==> config.mk <==
export PLATFORM = sky130hd
export DESIGN_NAME = taxi_eth_phy_baser_rx_lock_ml_flat
export DESIGN_NICKNAME = d
export VERILOG_FILES = /design/src/rtl/taxi_eth_phy_baser_rx_lock_ml_if.sv /design/src/rtl/taxi_eth_phy_baser_rx_lock_ml.sv /design/src/flat_wrapper.sv
export SDC_FILE = /design/constraint.sdc
export NUM_CORES = 1
export LEC_CHECK = 0
export ABC_AREA = 1
export CORE_AREA = 2 2 69 71
export CTS_CLUSTER_SIZE = 14
export DETAILED_ROUTE_END_ITERATION = 6
export DIE_AREA = 0 0 71 73
export GPL_TIMING_DRIVEN = 0
export MAX_ROUTING_LAYER = met4
export PLACE_DENSITY = 0.78
export REMOVE_ABC_BUFFERS = 1
export SLEW_MARGIN = 20
export SYNTH_ARGS = -nofsm -noshare
export SYNTH_HDL_FRONTEND = slang
export SYNTH_SLANG_ARGS = --single-unit
==> constraint.sdc <==
create_clock -name clk -period 3.56 [get_ports clk]
set_input_delay 0.356 -clock clk [delete_from_list [all_inputs] [get_ports clk]]
set_output_delay 0.356 -clock clk [all_outputs]
set_load 0.01 [all_outputs]
==> src/rtl/taxi_eth_phy_baser_rx_lock_ml_if.sv <==
// rtl/taxi_eth_phy_baser_rx_lock_ml_if.sv - SERDES RX header/bitslip/reset bundle for the multi-lane block-lock monitor
interface taxi_eth_phy_baser_rx_lock_ml_if #(
    parameter int LANES = 1
);
    logic [2*LANES-1:0] serdes_rx_hdr;
    logic [LANES-1:0]   serdes_rx_hdr_valid;
    logic [LANES-1:0]   serdes_rx_bitslip;
    logic [LANES-1:0]   serdes_rx_reset_req;

    modport master (
        output serdes_rx_hdr,
        output serdes_rx_hdr_valid,
        input  serdes_rx_bitslip,
        input  serdes_rx_reset_req
    );

    modport slave (
        input  serdes_rx_hdr,
        input  serdes_rx_hdr_valid,
        output serdes_rx_bitslip,
        output serdes_rx_reset_req
    );
endinterface

==> src/rtl/taxi_eth_phy_baser_rx_lock_ml.sv <==
// rtl/taxi_eth_phy_baser_rx_lock_ml.sv - Multi-lane 64b/66b block lock, high-BER and reset-request monitor (option macro: TAXI_ETH_RX_LOCK_STATS_EN)
module taxi_eth_phy_baser_rx_lock_ml #(
    parameter int LANES               = 1,
    parameter int LOCK_CNT            = 64,
    parameter int UNLOCK_INVLD        = 16,
    parameter int BER_INVLD           = 16,
    parameter int COUNT_125US         = 19531,
    parameter int BITSLIP_HIGH_CYCLES = 0,
    parameter int BITSLIP_LOW_CYCLES  = 7,
    parameter int RST_TIMEOUT_WIN     = 8
) (
    input  logic                               clk,
    input  logic                               rst,
    taxi_eth_phy_baser_rx_lock_ml_if.slave     serdes,
    output logic [LANES-1:0]                   rx_block_lock,
    output logic [LANES-1:0]                   rx_high_ber,
`ifdef TAXI_ETH_RX_LOCK_STATS_EN
    output logic [LANES-1:0]                   stat_rx_bitslip,
    output logic [LANES-1:0]                   stat_rx_lock_loss,
    output logic [16*LANES-1:0]                stat_rx_slip_cnt,
`endif
    output logic                               rx_all_lock
);

    localparam int SH_W    = $clog2(LOCK_CNT + 1);
    localparam int IV_W    = $clog2(UNLOCK_INVLD + 1);
    localparam int BER_W   = $clog2(BER_INVLD + 1);
    localparam int WIN_W   = (COUNT_125US > 1) ? $clog2(COUNT_125US) : 1;
    localparam int NL_W    = $clog2(RST_TIMEOUT_WIN + 2);
    localparam int TMR_MAX = (BITSLIP_HIGH_CYCLES > BITSLIP_LOW_CYCLES) ? BITSLIP_HIGH_CYCLES : BITSLIP_LOW_CYCLES;
    localparam int TMR_W   = $clog2(TMR_MAX + 2);

    localparam logic [SH_W-1:0]  LOCK_V    = SH_W'(LOCK_CNT);
    localparam logic [IV_W-1:0]  UNLOCK_V  = IV_W'(UNLOCK_INVLD);
    localparam logic [BER_W-1:0] BER_V     = BER_W'(BER_INVLD);
    localparam logic [WIN_W-1:0] WIN_LAST  = WIN_W'(COUNT_125US - 1);
    localparam logic [NL_W-1:0]  NL_V      = NL_W'(RST_TIMEOUT_WIN);
    localparam logic [TMR_W-1:0] SLIP_LAST = TMR_W'(BITSLIP_HIGH_CYCLES);
    localparam logic [TMR_W-1:0] HOLD_LAST = TMR_W'((BITSLIP_LOW_CYCLES > 0) ? BITSLIP_LOW_CYCLES - 1 : 0);

    typedef enum logic [1:0] {SEARCH, LOCKED, SLIP, HOLD} state_t;

    logic [WIN_W-1:0] win_cnt;
    logic             wrap;
    logic [LANES-1:0] bitslip_v;
    logic [LANES-1:0] reset_req_v;

    assign wrap = (win_cnt == WIN_LAST);

    // Free-running BER window shared by every lane
    always_ff @(posedge clk) begin
        if (rst || wrap) begin
            win_cnt <= '0;
        end else begin
            win_cnt <= win_cnt + 1'b1;
        end
    end

    for (genvar i = 0; i < LANES; i++) begin : g_lane
        state_t            state_q, state_d;
        logic [SH_W-1:0]   sh_cnt_q, sh_cnt_d;
        logic [IV_W-1:0]   invld_cnt_q, invld_cnt_d;
        logic [TMR_W-1:0]  tmr_q, tmr_d;
        logic [BER_W-1:0]  ber_cnt_q;
        logic              high_ber_q;
        logic [NL_W-1:0]   nolock_cnt_q;
        logic              reset_req_q;
        logic [1:0]        hdr;
        logic              hdr_vld, hdr_ok, hdr_bad, ber_inc, timeout;
        logic              lock_o, slip_o;

        assign hdr     = serdes.serdes_rx_hdr[2*i +: 2];
        assign hdr_vld = serdes.serdes_rx_hdr_valid[i];
        assign hdr_ok  = hdr_vld && (hdr[1] != hdr[0]);
        assign hdr_bad = hdr_vld && (hdr[1] == hdr[0]);
        // HOLD is the settling time after a slip, so its headers are not evidence of BER
        assign ber_inc = hdr_bad && (state_q != HOLD);
        assign timeout = (RST_TIMEOUT_WIN != 0) && wrap && (state_q != LOCKED) && ((nolock_cnt_q + 1'b1) == NL_V);

        // Lane FSM state and alignment counters
        always_ff @(posedge clk) begin
            if (rst) begin
                state_q     <= SEARCH;
                sh_cnt_q    <= '0;
                invld_cnt_q <= '0;
                tmr_q       <= '0;
            end else begin
                state_q     <= state_d;
                sh_cnt_q    <= sh_cnt_d;
                invld_cnt_q <= invld_cnt_d;
                tmr_q       <= tmr_d;
            end
        end

        // Lane next-state: search for LOCK_CNT good headers, police invalids per window, slip then settle
        always_comb begin
            state_d     = state_q;
            sh_cnt_d    = sh_cnt_q;
            invld_cnt_d = invld_cnt_q;
            tmr_d       = tmr_q;
            case (state_q)
                SEARCH: begin
                    if (hdr_bad) begin
                        state_d  = SLIP;
                        sh_cnt_d = '0;
                        tmr_d    = '0;
                    end else if (hdr_ok) begin
                        if ((sh_cnt_q + 1'b1) == LOCK_V) begin
                            state_d  = LOCKED;
                            sh_cnt_d = '0;
                        end else begin
                            sh_cnt_d = sh_cnt_q + 1'b1;
                        end
                    end
                end
                LOCKED: begin
                    if (hdr_vld) begin
                        if (hdr_bad && ((invld_cnt_q + 1'b1) == UNLOCK_V)) begin
                            state_d     = SLIP;
                            sh_cnt_d    = '0;
                            invld_cnt_d = '0;
                            tmr_d       = '0;
                        end else if ((sh_cnt_q + 1'b1) == LOCK_V) begin
                            sh_cnt_d    = '0;
                            invld_cnt_d = '0;
                        end else begin
                            sh_cnt_d = sh_cnt_q + 1'b1;
                            if (hdr_bad) begin
                                invld_cnt_d = invld_cnt_q + 1'b1;
                            end
                        end
                    end
                end
                SLIP: begin
                    if (tmr_q == SLIP_LAST) begin
                        state_d = (BITSLIP_LOW_CYCLES == 0) ? SEARCH : HOLD;
                        tmr_d   = '0;
                    end else begin
                        tmr_d = tmr_q + 1'b1;
                    end
                end
                default: begin
                    if (tmr_q == HOLD_LAST) begin
                        state_d = SEARCH;
                        tmr_d   = '0;
                    end else begin
                        tmr_d = tmr_q + 1'b1;
                    end
                end
            endcase
            if (timeout) begin
                state_d     = SEARCH;
                sh_cnt_d    = '0;
                invld_cnt_d = '0;
                tmr_d       = '0;
            end
        end

        // Lane outputs decoded from the registered state
        always_comb begin
            lock_o = (state_q == LOCKED);
            slip_o = (state_q == SLIP);
        end

        // Per-window invalid count; high BER rises on reaching the limit, re-evaluated at each wrap
        always_ff @(posedge clk) begin
            if (rst) begin
                ber_cnt_q  <= '0;
                high_ber_q <= 1'b0;
            end else if (wrap) begin
                high_ber_q <= (ber_cnt_q >= BER_V);
                ber_cnt_q  <= BER_W'(ber_inc);
            end else if (ber_inc && (ber_cnt_q != BER_V)) begin
                ber_cnt_q <= ber_cnt_q + 1'b1;
                if ((ber_cnt_q + 1'b1) == BER_V) begin
                    high_ber_q <= 1'b1;
                end
            end
        end

        // Windows without lock; a timeout pulses the SERDES reset request
        always_ff @(posedge clk) begin
            if (rst) begin
                nolock_cnt_q <= '0;
                reset_req_q  <= 1'b0;
            end else begin
                reset_req_q <= timeout;
                if (state_q == LOCKED || timeout) begin
                    nolock_cnt_q <= '0;
                end else if (wrap && RST_TIMEOUT_WIN != 0) begin
                    nolock_cnt_q <= nolock_cnt_q + 1'b1;
                end
            end
        end

        assign rx_block_lock[i] = lock_o;
        assign rx_high_ber[i]   = high_ber_q;
        assign bitslip_v[i]     = slip_o;
        assign reset_req_v[i]   = reset_req_q;

`ifdef TAXI_ETH_RX_LOCK_STATS_EN
        logic        lock_loss_q;
        logic [15:0] slip_cnt_q;

        // Lock-loss pulse and saturating count of slips started
        always_ff @(posedge clk) begin
            if (rst) begin
                lock_loss_q <= 1'b0;
                slip_cnt_q  <= '0;
            end else begin
                lock_loss_q <= (state_q == LOCKED) && (state_d != LOCKED);
                if ((state_d == SLIP) && (state_q != SLIP) && (slip_cnt_q != 16'hffff)) begin
                    slip_cnt_q <= slip_cnt_q + 1'b1;
                end
            end
        end

        assign stat_rx_bitslip[i]         = slip_o && (tmr_q == '0);
        assign stat_rx_lock_loss[i]       = lock_loss_q;
        assign stat_rx_slip_cnt[16*i +: 16] = slip_cnt_q;
`endif
    end

    assign serdes.serdes_rx_bitslip   = bitslip_v;
    assign serdes.serdes_rx_reset_req = reset_req_v;
    assign rx_all_lock                = &rx_block_lock;

endmodule

==> src/flat_wrapper.sv <==
// flat-port wrapper written by rule: the top's interface ports become plain ports
module taxi_eth_phy_baser_rx_lock_ml_flat 
#(
    parameter int LANES               = 1,
    parameter int LOCK_CNT            = 64,
    parameter int UNLOCK_INVLD        = 16,
    parameter int BER_INVLD           = 16,
    parameter int COUNT_125US         = 19531,
    parameter int BITSLIP_HIGH_CYCLES = 0,
    parameter int BITSLIP_LOW_CYCLES  = 7,
    parameter int RST_TIMEOUT_WIN     = 8
)
  (clk, rst, rx_block_lock, rx_high_ber, rx_all_lock, serdes_serdes_rx_hdr, serdes_serdes_rx_hdr_valid, serdes_serdes_rx_bitslip, serdes_serdes_rx_reset_req);
  taxi_eth_phy_baser_rx_lock_ml_if #(.LANES(LANES)) serdes_i ();
  input  logic clk;
  input  logic rst;
  output logic [LANES-1:0] rx_block_lock;
  output logic [LANES-1:0] rx_high_ber;
  output logic rx_all_lock;
  input wire logic [$bits(serdes_i.serdes_rx_hdr)-1:0] serdes_serdes_rx_hdr;
  input wire logic [$bits(serdes_i.serdes_rx_hdr_valid)-1:0] serdes_serdes_rx_hdr_valid;
  output wire logic [$bits(serdes_i.serdes_rx_bitslip)-1:0] serdes_serdes_rx_bitslip;
  output wire logic [$bits(serdes_i.serdes_rx_reset_req)-1:0] serdes_serdes_rx_reset_req;
  assign serdes_i.serdes_rx_hdr = serdes_serdes_rx_hdr;
  assign serdes_i.serdes_rx_hdr_valid = serdes_serdes_rx_hdr_valid;
  assign serdes_serdes_rx_bitslip = serdes_i.serdes_rx_bitslip;
  assign serdes_serdes_rx_reset_req = serdes_i.serdes_rx_reset_req;
  taxi_eth_phy_baser_rx_lock_ml #(.LANES(LANES), .LOCK_CNT(LOCK_CNT), .UNLOCK_INVLD(UNLOCK_INVLD), .BER_INVLD(BER_INVLD), .COUNT_125US(COUNT_125US), .BITSLIP_HIGH_CYCLES(BITSLIP_HIGH_CYCLES), .BITSLIP_LOW_CYCLES(BITSLIP_LOW_CYCLES), .RST_TIMEOUT_WIN(RST_TIMEOUT_WIN)) u_core (.clk(clk), .rst(rst), .serdes(serdes_i), .rx_block_lock(rx_block_lock), .rx_high_ber(rx_high_ber), .rx_all_lock(rx_all_lock));
endmodule
Word level (Yosys, flattened, before mapping)

Index checks and enable logic that the tools add are counted.

Register bits after elaboration: 44
Input bits: 5
Output and inout port bits: 5
Word-level logic and storage cells: 88

$add $sub $neg: 6
$lt $le $gt $ge: 1
Equal/unequal tests: 19
Mux-type cells: 28
Reduce and logical (&&, ||, !) cells: 24

Operators with widths:

| kind                                                                    | number |
|---|---|
| 7-bit 2-to-1 mux                                                        | 5 |
| 4-bit 2-to-1 mux                                                        | 5 |
| 15-bit by 1-bit adder with 15-bit output, second input constant         | 1 |
| 15-bit equality test, second input constant                             | 1 |
| 5-bit 2-to-1 mux                                                        | 3 |
| 2-bit 2-to-1 mux                                                        | 7 |
| 7-bit case mux with 2 select lines                                      | 1 |
| 4-bit case mux with 3 select lines                                      | 1 |
| 5-bit by 1-bit adder with 5-bit output, second input constant           | 2 |
| 5-bit equality test, second input constant                              | 2 |
| 2-bit by 1-bit inequality test with 1-bit output, second input constant | 5 |
| 3-bit AND reduction                                                     | 3 |
| 4-bit by 1-bit adder with 4-bit output, second input constant           | 2 |
| 7-bit by 1-bit adder with 7-bit output, second input constant           | 1 |
| 7-bit equality test, second input constant                              | 1 |
| 1-bit logical AND                                                       | 7 |
| 3-bit by 1-bit inequality test with 1-bit output, second input constant | 2 |
| 2-bit case mux with 3 select lines                                      | 1 |
| 6-bit AND reduction                                                     | 1 |
| 2-bit nonzero test                                                      | 3 |
| 2-bit OR reduction                                                      | 3 |
| 5-bit greater-or-equal comparator, second input constant                | 1 |
| 1-bit 2-to-1 mux                                                        | 5 |
| 5-bit inequality test, second input constant                            | 1 |
| 13 further kinds                                                        | 14 |

Depth between registers and ports, before layout

Depth after elaboration: 6
Mapped depth: 13
Gate-level depth less buffers: 13

Worst setup path after synthesis

OpenSTA, ideal clock, no wires.

Kind: register -> register
Start point: register u_core.g_lane[0].state_q[1]
End point: register u_core.g_lane[0].sh_cnt_q[2]
Setup time: 0.120 ns
Arrival time: 1.474 ns
Data required time: 3.440 ns
Slack: 1.966 ns
Cell stages (with the launch flop): 8
Buffers on the path: 0
Clock period less this slack: 1.594 ns
Cells stage by stage: dfxtp_1 inv_1 ha_1 o21ai_1 inv_2 a21oi_1 or2_1 a21oi_1

Elaborated cells on any way between the ends: 11
Classes of those cells: eq/ne (4); mux (1); reduce/logical (6)

RTL lines:

| item                                                                                                    | RTL line                            | text |
|---|---|---|
| from (decl)                                                                                             | taxi_eth_phy_baser_rx_lock_ml.sv:60 | `state_t state_q, state_d;` |
| from (signal assigned)                                                                                  | taxi_eth_phy_baser_rx_lock_ml.sv:88 | `state_q <= state_d;` |
| 2-bit by 1-bit equality test with 1-bit output *                                                        | n/a                                 |  |
| net rx_all_lock                                                                                         | flat_wrapper.sv:19                  | `output logic rx_all_lock;` |
| 2-bit by 1-bit inequality test with 1-bit output (no line) / 2-bit nonzero test (equally long branches) | n/a                                 |  |
| 3-bit AND reduction (no line)                                                                           | n/a                                 |  |
| to (signal assigned)                                                                                    | taxi_eth_phy_baser_rx_lock_ml.sv:89 | `sh_cnt_q <= sh_cnt_d;` |
| to (decl)                                                                                               | taxi_eth_phy_baser_rx_lock_ml.sv:61 | `logic [SH_W-1:0] sh_cnt_q, sh_cnt_d;` |

The timed path passes the listed nets; every way through them passes the cells marked *.
A chain may end at the register's enable or synchronous reset.

Final worst setup path

Start point: register u_core.g_lane[0].state_q[1]
End point: output port rx_all_lock

Word-level cells in the longest chain between the ends: 1

RTL lines:

| item                                           | RTL line                             | text |
|---|---|---|
| 2-bit by 1-bit equality test with 1-bit output | taxi_eth_phy_baser_rx_lock_ml.sv:161 | `lock_o = (state_q == LOCKED);` |
| to (decl)                                      | flat_wrapper.sv:19                   |  |

Every way passes these cells.

==> summary.txt <==
Power
  • Worst VDD drop: 0.265 mV
  • Leakage: 1.17 nW
  • Pwr Density: 447 nW/um^2

Critical path
  • Critical Path End: rx_all_lock
  • Crit-path max cell delay: 0.62 ns
  • Worst EP required: 3.20 ns
  • Critical R2R Capture: u_core.g_lane[0].sh_cnt_q[2]
  • Max FO, Critical Path: 8
  • R2R depth: 7
  • Crit Path Category: reg2out
  • CP arrival: 1.80 ns
  • Crit path max-delay family: buffers and inverters
  • Stages on worst setup path: 3
  • Crit. Startpoint: u_core.g_lane[0].state_q[1]
  • Launch point of the worst reg-to-reg path: u_core.g_lane[0].state_q[1]
  • Startpoint types: flip-flop
  • CP bufs+invs: 2
  • FF-to-FF setup slack: 1.70 ns
  • Element type at the critical path end: primary output
  • Slowest-stage cell, CP: clkdlybuf4s50_1
  • CP cell instances: inv_1 > ha_1 > clkdlybuf4s50_1

Synthesis
  • Syn avg cell area: 7.29 sq um
  • Count leader, synth: nand2_1
  • Mapped cell area: 2560 sq um
  • Main flop type after synthesis: dfxtp_1
  • Mapped Cells: 352
  • Sequential share of the synthesized area: 34.3%
  • Synth cell types: 34
  • Post-synth top cells: nand2_1, dfxtp_1, nor2_1
  • Synth area leader: dfxtp_1
  • Post-synth top area share: 34.3%
  • Yosys warns: 0
  • #FFs+latches synth: 44
  • Async SR Flop Fraction: 0%
  • Number of synthesized flops with an enable pin: 0
  • Top cells by area, synth: dfxtp_1, nand2_1, ha_1

Place
  • IO buf count: 9
  • Place WS: 1.50 ns
  • Placed Area: 2710 sq um
  • HPWL reported at the end of detailed placement: 3420 um
  • GPL Wtd Cong: 0.865

GRT
  • Initial antenna violation count: 0
  • Global route overflow: 0
  • GRT Total Usage: 20.4%
  • Pin count of the biggest net entering global routing: 17
  • Vias in the first global route: 2041
  • First-pass GRT wire length: 8420 um

Die
  • Die Height: 73 um
  • Core area: 4540 sq um
  • Num rows: 25
  • Die area: 5180 sq um
  • I/O pins: 10
  • Initial Utilization: 56.6%
  • Die Width: 71 um

Hold path
  • Worst hold path class: reg2reg

Run status
  • Status: finished, final reports clean

Clock network
  • Hold-fix buffers at CTS: 0
  • Post-CTS Setup Bufs: 0
  • Clk root buf: clkbuf_8
  • Worst skew pair latency: 0.30 ns
  • Clk slew on worst S/H paths: 0.09 ns
  • Clock Sinks: 44
  • CTS tree: yes
  • # H-tree levels: 2
  • Worst-case clock buffer depth: 2
  • Post-CTS Resized: 0
  • CTS buffer count: 5

Route
  • WL final: 4690 um
  • Initial DRC count: 100
  • Drc violations: 0
  • Final ANT Viol Nets: 0
  • Via count: 2221
  • Wirelength per Cell: 11.1 um
  • Pre-antenna DRT Iters: 4
  • Vias per cell: 5.28

Cells and area
  • Final Util: 62.4%
  • Layout cells sized above 1: 11.7%
  • Final nets: 389
  • Area Growth Syn to Fin: 10.3%
  • Design Area, Final: 2830 sq um
  • Diodes inserted: 0
  • Filler Cells Inserted: 402

Timing
  • Worst slew pin tran: 0.528 ns
  • Final Setup Violations: 0
  • Crit path time final: 2.16 ns
  • Final-report hold violation count: 0
  • Period Utilization, post-route: 60.7%
  • Worst Skew: 0.0127 ns
  • Normalized max-slew margin: 64.6%
  • Unrepaired setup endpoints after global routing: false
  • Setup TNS: 0 ns
  • Max frequency: 463 MHz
  • Pins Over Slew Limit: 0
  • Final WS setup: 1.40 ns

Flow run
  • Max_cap viols: 0
==> kinds of logic (layout without fill, tap and decap cells) <==
| logic type | after synthesis | count (layout) | share of synthesized area (%) |
|---|---|---|---|
| buffers and inverters | 41 | 56 | 6.29 |
| XOR/XNOR | 13 | 13 | 4.73 |
| AND/OR/NAND/NOR | 180 | 180 | 33.5 |
| adder cells (fa/ha/maj) | 18 | 18 | 8.78 |
| AO/OA/AOI/OAI | 56 | 56 | 12.3 |
| flip-flops | 44 | 44 | 34.3 |
==> area by class of cell <==
| class | instances | area [sq um] | area share [%] |
|---|---|---|---|
| inverters | 39 | 146 | 5.17 |
| clock inverters | 2 | 38.8 | 1.37 |
| multi-input cells | 267 | 1520 | 53.8 |
| flip-flops and latches | 44 | 881 | 31.1 |
| well taps | 54 | 67.6 | 2.39 |
| repair buffers | 9 | 90.1 | 3.18 |
| clock buffers | 6 | 82.6 | 2.92 |
==> power breakdown <==
part           total (mW)  internal [mW]  switching [mW]
registers           0.551          0.521          0.0297
logic               0.307          0.115           0.192
clock network       0.406          0.229           0.177
total                1.26          0.866           0.398
==> metal layers <==
layer	global-route usage, %	up-vias	wire length (um)	share of wire [%]
met3	4.28	6	125	2.7
met4	6.71	0	62	1.3
met1	22.8	1009	2140	46
met2	36.4	23	2360	50
li1	-	1183	-	-
met5	-	-	0	0
==> registers in the layout, summed over array words and instances, names as in the netlist <==
| signal | flops |
|---|---|
| u_core.serdes.serdes_rx_reset_req | 1 |
| u_core.g_lane.nolock_cnt_q | 4 |
| u_core.rx_high_ber | 1 |
| u_core.g_lane.invld_cnt_q | 5 |
| u_core.g_lane.sh_cnt_q | 7 |
| u_core.g_lane.state_q | 2 |
| u_core.g_lane.tmr_q | 4 |
| u_core.g_lane.ber_cnt_q | 5 |
| u_core.win_cnt | 15 |
==> worst reg2reg max path: stages, from the launching register on <==
cell and delay, ns:
dfxtp_1 0.39, inv_1 0.10, ha_1 0.33, o21ai_1 0.49
inv_2 0.16, a21oi_1 0.14, or2_1 0.11, a21oi_1 0.03
==> per-stage QoR <==
step,std cells,hold WS [ns],power [mW]
after global routing,421,0.512,1.35
after global placement,413,0.444,0.857
after floorplan,350,0.425,0.786
final,421,0.471,1.26
after CTS,421,0.476,1.28
after detailed placement,413,0.456,0.865
==> cells in the final DEF, fill, tap and decap left out, drive strengths merged, types with 8 or more instances in the layout <==
| cell type | instances |
|---|---|
| nand3 | 30 |
| o21ai | 13 |
| nor3 | 9 |
| inv | 37 |
| dfxtp | 44 |
| ha | 18 |
| nand2 | 77 |
| nor2 | 49 |
| clkdlybuf4s50 | 9 |
| xor2 | 8 |
| a21oi | 34 |
==> worst min-delay path by stage <==
| stage | from | cells after the start | slack, ns | endpoint |
|---|---|---|---|---|
| floorplan | rst | 1 | 0.43 | u_core.g_lane[0].ber_cnt_q[0] |
| CTS | u_core.win_cnt[0] | 1 | 0.48 | u_core.win_cnt[0] |
| global route | u_core.g_lane[0].nolock_cnt_q[2] | 2 | 0.51 | u_core.g_lane[0].nolock_cnt_q[2] |
| finish | u_core.win_cnt[0] | 1 | 0.47 | u_core.win_cnt[0] |
| global placement | u_core.win_cnt[0] | 1 | 0.44 | u_core.win_cnt[0] |
| detailed placement | u_core.win_cnt[0] | 1 | 0.46 | u_core.win_cnt[0] |
No activity file was read; power rests on OpenSTA's default activity.
